<file path="config.mk">
export PLATFORM = sky130hd
export DESIGN_NAME = comp_bist
export DESIGN_NICKNAME = d
export VERILOG_FILES = /design/src/rtl/comp_pkg.sv /design/src/rtl/comp_ref.sv /design/src/rtl/comp_bist.sv
export SDC_FILE = /design/constraint.sdc
export NUM_CORES = 1
export LEC_CHECK = 0
export CAP_MARGIN = 20
export CORE_UTILIZATION = 53
export DETAILED_ROUTE_END_ITERATION = 12
export PLACE_DENSITY = 0.82
export SYNTH_ARGS = -nofsm -noshare
export SYNTH_HDL_FRONTEND = slang
export SYNTH_SLANG_ARGS = --single-unit
export TNS_END_PERCENT = 100
</file>
<file path="constraint.sdc">
create_clock -name clk -period 6.5 [get_ports clk]
set_clock_uncertainty 0.15 [all_clocks]
set_input_delay 1.95 -clock clk [delete_from_list [all_inputs] [get_ports clk]]
set_output_delay 1.95 -clock clk [all_outputs]
set_load 0.02 [all_outputs]
</file>
<file path="src/rtl/comp_pkg.sv">
// Shared definitions for the comparator self-test: state encoding and the
// error-counter saturation limit.
package comp_pkg;

  typedef enum logic [1:0] {
    IDLE  = 2'b00,
    DRIVE = 2'b01,
    CHECK = 2'b10,
    DONE  = 2'b11
  } state_t;

  // All-ones value of a w-bit counter; widths of 32 or more clamp to 32 bits.
  function automatic logic [31:0] sat_limit(input int unsigned w);
    if (w >= 32) return '1;
    return (32'd1 << w) - 32'd1;
  endfunction

endpackage

</file>
<file path="src/rtl/comp_ref.sv">
// Golden unsigned magnitude comparator used to judge the device under test.
module comp_ref #(
  parameter int WIDTH = 1
) (
  input  logic [WIDTH-1:0] a,
  input  logic [WIDTH-1:0] b,
  output logic             greater,
  output logic             lesser,
  output logic             equal
);

  assign greater = (a > b);
  assign lesser  = (a < b);
  assign equal   = (a == b);

endmodule

</file>
<file path="src/rtl/comp_bist.sv">
// Exhaustive sweep of every (a, b) operand pair through an external
// comparator, counting mismatches and capturing the first failing vector.
module comp_bist
  import comp_pkg::*;
#(
  parameter int WIDTH = 1,
  parameter int LAT   = 1,
  parameter int ERRW  = 8
) (
  input  logic             clk,
  input  logic             rst,
  input  logic             start,
  output logic [WIDTH-1:0] a_out,
  output logic [WIDTH-1:0] b_out,
  input  logic             greater_in,
  input  logic             lesser_in,
  input  logic             equal_in,
  output logic             busy,
  output logic             done,
  output logic             pass,
  output logic [ERRW-1:0]  err_count,
  output logic [WIDTH-1:0] fail_a,
  output logic [WIDTH-1:0] fail_b,
  output logic             fail_valid
);

  localparam int VW = 2 * WIDTH;
  localparam int LW = (LAT < 2) ? 1 : $clog2(LAT + 1);
  localparam logic [ERRW-1:0] ERR_MAX = ERRW'(sat_limit(ERRW));

  state_t          state;
  logic [VW-1:0]   vec;
  logic [VW-1:0]   vec_next;
  logic [LW-1:0]   lat_cnt;
  logic            exp_greater;
  logic            exp_lesser;
  logic            exp_equal;
  logic            mismatch;
  logic [ERRW-1:0] err_inc;

  comp_ref #(.WIDTH(WIDTH)) u_ref (
    .a       (a_out),
    .b       (b_out),
    .greater (exp_greater),
    .lesser  (exp_lesser),
    .equal   (exp_equal)
  );

  assign vec_next = vec + 1'b1;
  assign mismatch = ({greater_in, lesser_in, equal_in} != {exp_greater, exp_lesser, exp_equal});
  assign err_inc  = (err_count == ERR_MAX) ? err_count : err_count + 1'b1;

  always_ff @(posedge clk) begin
    if (rst) begin
      state      <= IDLE;
      vec        <= '0;
      lat_cnt    <= '0;
      a_out      <= '0;
      b_out      <= '0;
      busy       <= 1'b0;
      done       <= 1'b0;
      pass       <= 1'b0;
      err_count  <= '0;
      fail_valid <= 1'b0;
      fail_a     <= '0;
      fail_b     <= '0;
    end else begin
      case (state)
        IDLE, DONE: begin
          if (start) begin
            state      <= DRIVE;
            vec        <= '0;
            lat_cnt    <= '0;
            a_out      <= '0;
            b_out      <= '0;
            busy       <= 1'b1;
            done       <= 1'b0;
            pass       <= 1'b0;
            err_count  <= '0;
            fail_valid <= 1'b0;
            fail_a     <= '0;
            fail_b     <= '0;
          end
        end
        DRIVE: begin
          if (lat_cnt == LW'(LAT - 1)) state <= CHECK;
          else lat_cnt <= lat_cnt + 1'b1;
        end
        CHECK: begin
          if (mismatch) begin
            err_count <= err_inc;
            if (!fail_valid) begin
              fail_valid <= 1'b1;
              fail_a     <= a_out;
              fail_b     <= b_out;
            end
          end
          if (vec == '1) begin
            // Operands stay on the last vector while the result is held.
            state <= DONE;
            busy  <= 1'b0;
            done  <= 1'b1;
            pass  <= !mismatch && (err_count == '0);
          end else begin
            state          <= DRIVE;
            vec            <= vec_next;
            lat_cnt        <= '0;
            {a_out, b_out} <= vec_next;
          end
        end
        default: state <= IDLE;
      endcase
    end
  end

endmodule

</file>
==> flow_summary.toml <==
[timing]
tightestPinTransition_ns = 0.9293
finalSetupViolations = 0
relSlewSlack_pct = 37.23
rsz0062_at_grt = "no"
min_period_over_period_pct = 59.38
holdWs_ns = 0.3338
max_freq_mhz = 259.1
hold_viol_final = 0
drv_slew = 0
period_minus_slack_ns = 3.860
setup_tns_ns = 0

[worst_setup_path]
cp.depth = 5
critPathBufInv = 1
startpoint_type = "input port"
cp-end-kind = "register"
r2r_cells = 6
cp_slowest_cell = "a41oi_1"
cp_cell_sequence = "clkdlybuf4s50_1, mux2i_1, a41oi_1, a41oi_1, a211oi_1"
slowest_delay_ns = 0.79
critPathTopFamily = "compound AO/OA/AOI/OAI gates"
critPathKind = "input port to register"
crit_fanout = 11
crit_required_ns = 6.56
critPathArrivalTime_ns = 3.92
crit_top_cell = "a41oi_1"

[place]
placed_cell_area_um2 = 1271
routabilityCongestion = 0.8847
dpl.hpwl_mm = 1.732
io_buffers = 21

[hold_path]
min_path_type = "register to register"
holdPathStages = 2

[drt]
vias_per_cell = 6.149
drtIter0Drc = 23
drt-total-wl_mm = 2.502
drt_first_pass_iters = 4
vias = 1076
antenna_left = 0
drc_errors = 0
wl_per_cell_um = 14.30

[clock_network]
cts_num_sinks = 18
clk_path_buf_depth = 2
cts_inserted_buffers = 3
insertion_delay_ns = 0.30
cts_setup_buffers = 0
cts_resized = 0
cts_hold_buf = 0
cts-root-buf = "clkbuf_4"
h-tree-depth = 1
cts_tree = "yes"
clk_pin_slew_ns = 0.10

[synth]
synthCells = 132
yosysTopAreaCellShare_pct = 34.08
synth_top_area_cell = "dfxtp_1"
ys.flop_type = "dfxtp_1"
netlist_area_um2 = 1057
yosysSeqAreaShare_pct = 34.08
synth_edf_count = 0
synthesis.nets = 146
async_reset_ff_share_pct = 0
netlist_top_cells_area = "dfxtp_1, ha_1, nand2_1, a21oi_1, a31oi_1"
ys_types = 32
synth_area_per_cell_um2 = 8.010
ys_seq_elements = 18
yosysWarningCount = 0

[grt]
grt_pass1_vias = 955
antenna_found_initial = 0
grt_pass1_wl_mm = 4.071
grtUsageTotal_pct = 26.72
overflow = 0
grt_start_max_net_pins = 22

[floorplanning]
rows = 15
placeableCoreArea_um2 = 1802
io_pins = 22
die_w_um = 46.67
start_util_pct = 58.68
fp.dieH_um = 46.67
die_area_um2 = 2178

[layout]
area_delta_synth_final_pct = 23.67
stdcell_area_um2 = 1308
final_common_cell = "clkdlybuf4s50_1"
layout.nets = 165
drive_gt1_share_pct = 3.333
layout_common_cells = "clkdlybuf4s50_1, dfxtp_1, nand2_1"
fin_util_pct = 72.57
num_antenna_cells = 0

[flow_run]
cap_violations = 0

[power]
powerDensity_nw_per_um2 = 179.3
finalPower_mw = 0.2345
p_leak_nw = 0.4150
vdd_drop_max_uv = 124.3

[outcome]
status = "completed"
[final timing paths]
| check | startpoint | slack, ns | to |
|---|---|---|---|
| min | pass | 0.33 | pass |
| min reg2reg | pass | 0.33 | pass |
| max reg2reg | state[0] | 3.67 | err_count[7] |
| max | start | 2.64 | err_count[7] |
[metrics by stage]
stage / setup WS (ns) / cells
floorplan: 3.271 / 132
global placement: 2.403 / 171
detailed placement: 2.338 / 171
CTS: 2.667 / 175
global route: 2.505 / 175
finish: 2.640 / 175
[layout make-up]
type                            count  area, um2
Multi-Input combinational cell     99      639.4
Fill cell                         163      494.2
Sequential cell                    18      360.3
Timing Repair Buffer               21      210.2
Clock buffer                        4      36.28
Tap cell                           25      31.28
Inverter                            8      30.03
[power by group]
part	leakage (nW)	internal (mW)	switching, mW
sequential	0.146	0.113	0.00306
combinational	0.248	0.0181	0.0285
clock	0.0210	0.0342	0.0372
[cell families (layout without fill, tap and decap cells)]
kind of cell | after synthesis | in the layout | share of synthesized area, %
compound gates | 38 | 38 | 24.02
flops | 18 | 18 | 34.08
fa+ha+maj | 8 | 8 | 9.468
xor+xnor | 3 | 3 | 2.486
simple gates | 49 | 49 | 23.55
mux | 1 | 1 | 0.9468
buf+inv | 15 | 33 | 5.443
[flip-flops by register name (all words and copies together), names as in the netlist]
name	flops
vec	1
done	1
fail_b	1
fail_a	1
pass	1
err_count	8
state	2
fail_valid	1
busy	1
b_out	1
[layer usage]
| layer | vias to the layer above | GRT usage (%) | part of all wire, % | routed length (um) |
|---|---|---|---|---|
| met4 | 0 | 12.57 | 2.0 | 49 |
| li1 | 525 | - | - | - |
| met1 | 512 | 31.76 | 44 | 1112 |
| met3 | 7 | 5.098 | 4.6 | 114 |
| met2 | 32 | 45.56 | 49 | 1226 |
| met5 | - | 0 | 0 | 0 |
[Yosys cell counts (4+ instances only)]
cell type  number
a211oi_1        4
a21oi_1        11
a31oi_1         5
clkbuf_1        6
dfxtp_1        18
ha_1            8
inv_1           8
nand2_1        15
nand3_1         6
nand4_1         5
nor2_1          8
nor3_1          4
o21ai_0         5
[worst reg2reg max path, cell delays in order, from the launching register on]
cell      delay, ns
dfxtp_1        0.35
inv_1          0.06
ha_1           0.62
mux2i_1        0.32
a41oi_1        0.79
a41oi_1        0.22
a211oi_1       0.24
Note: power is estimated with default switching activity, not from simulation.
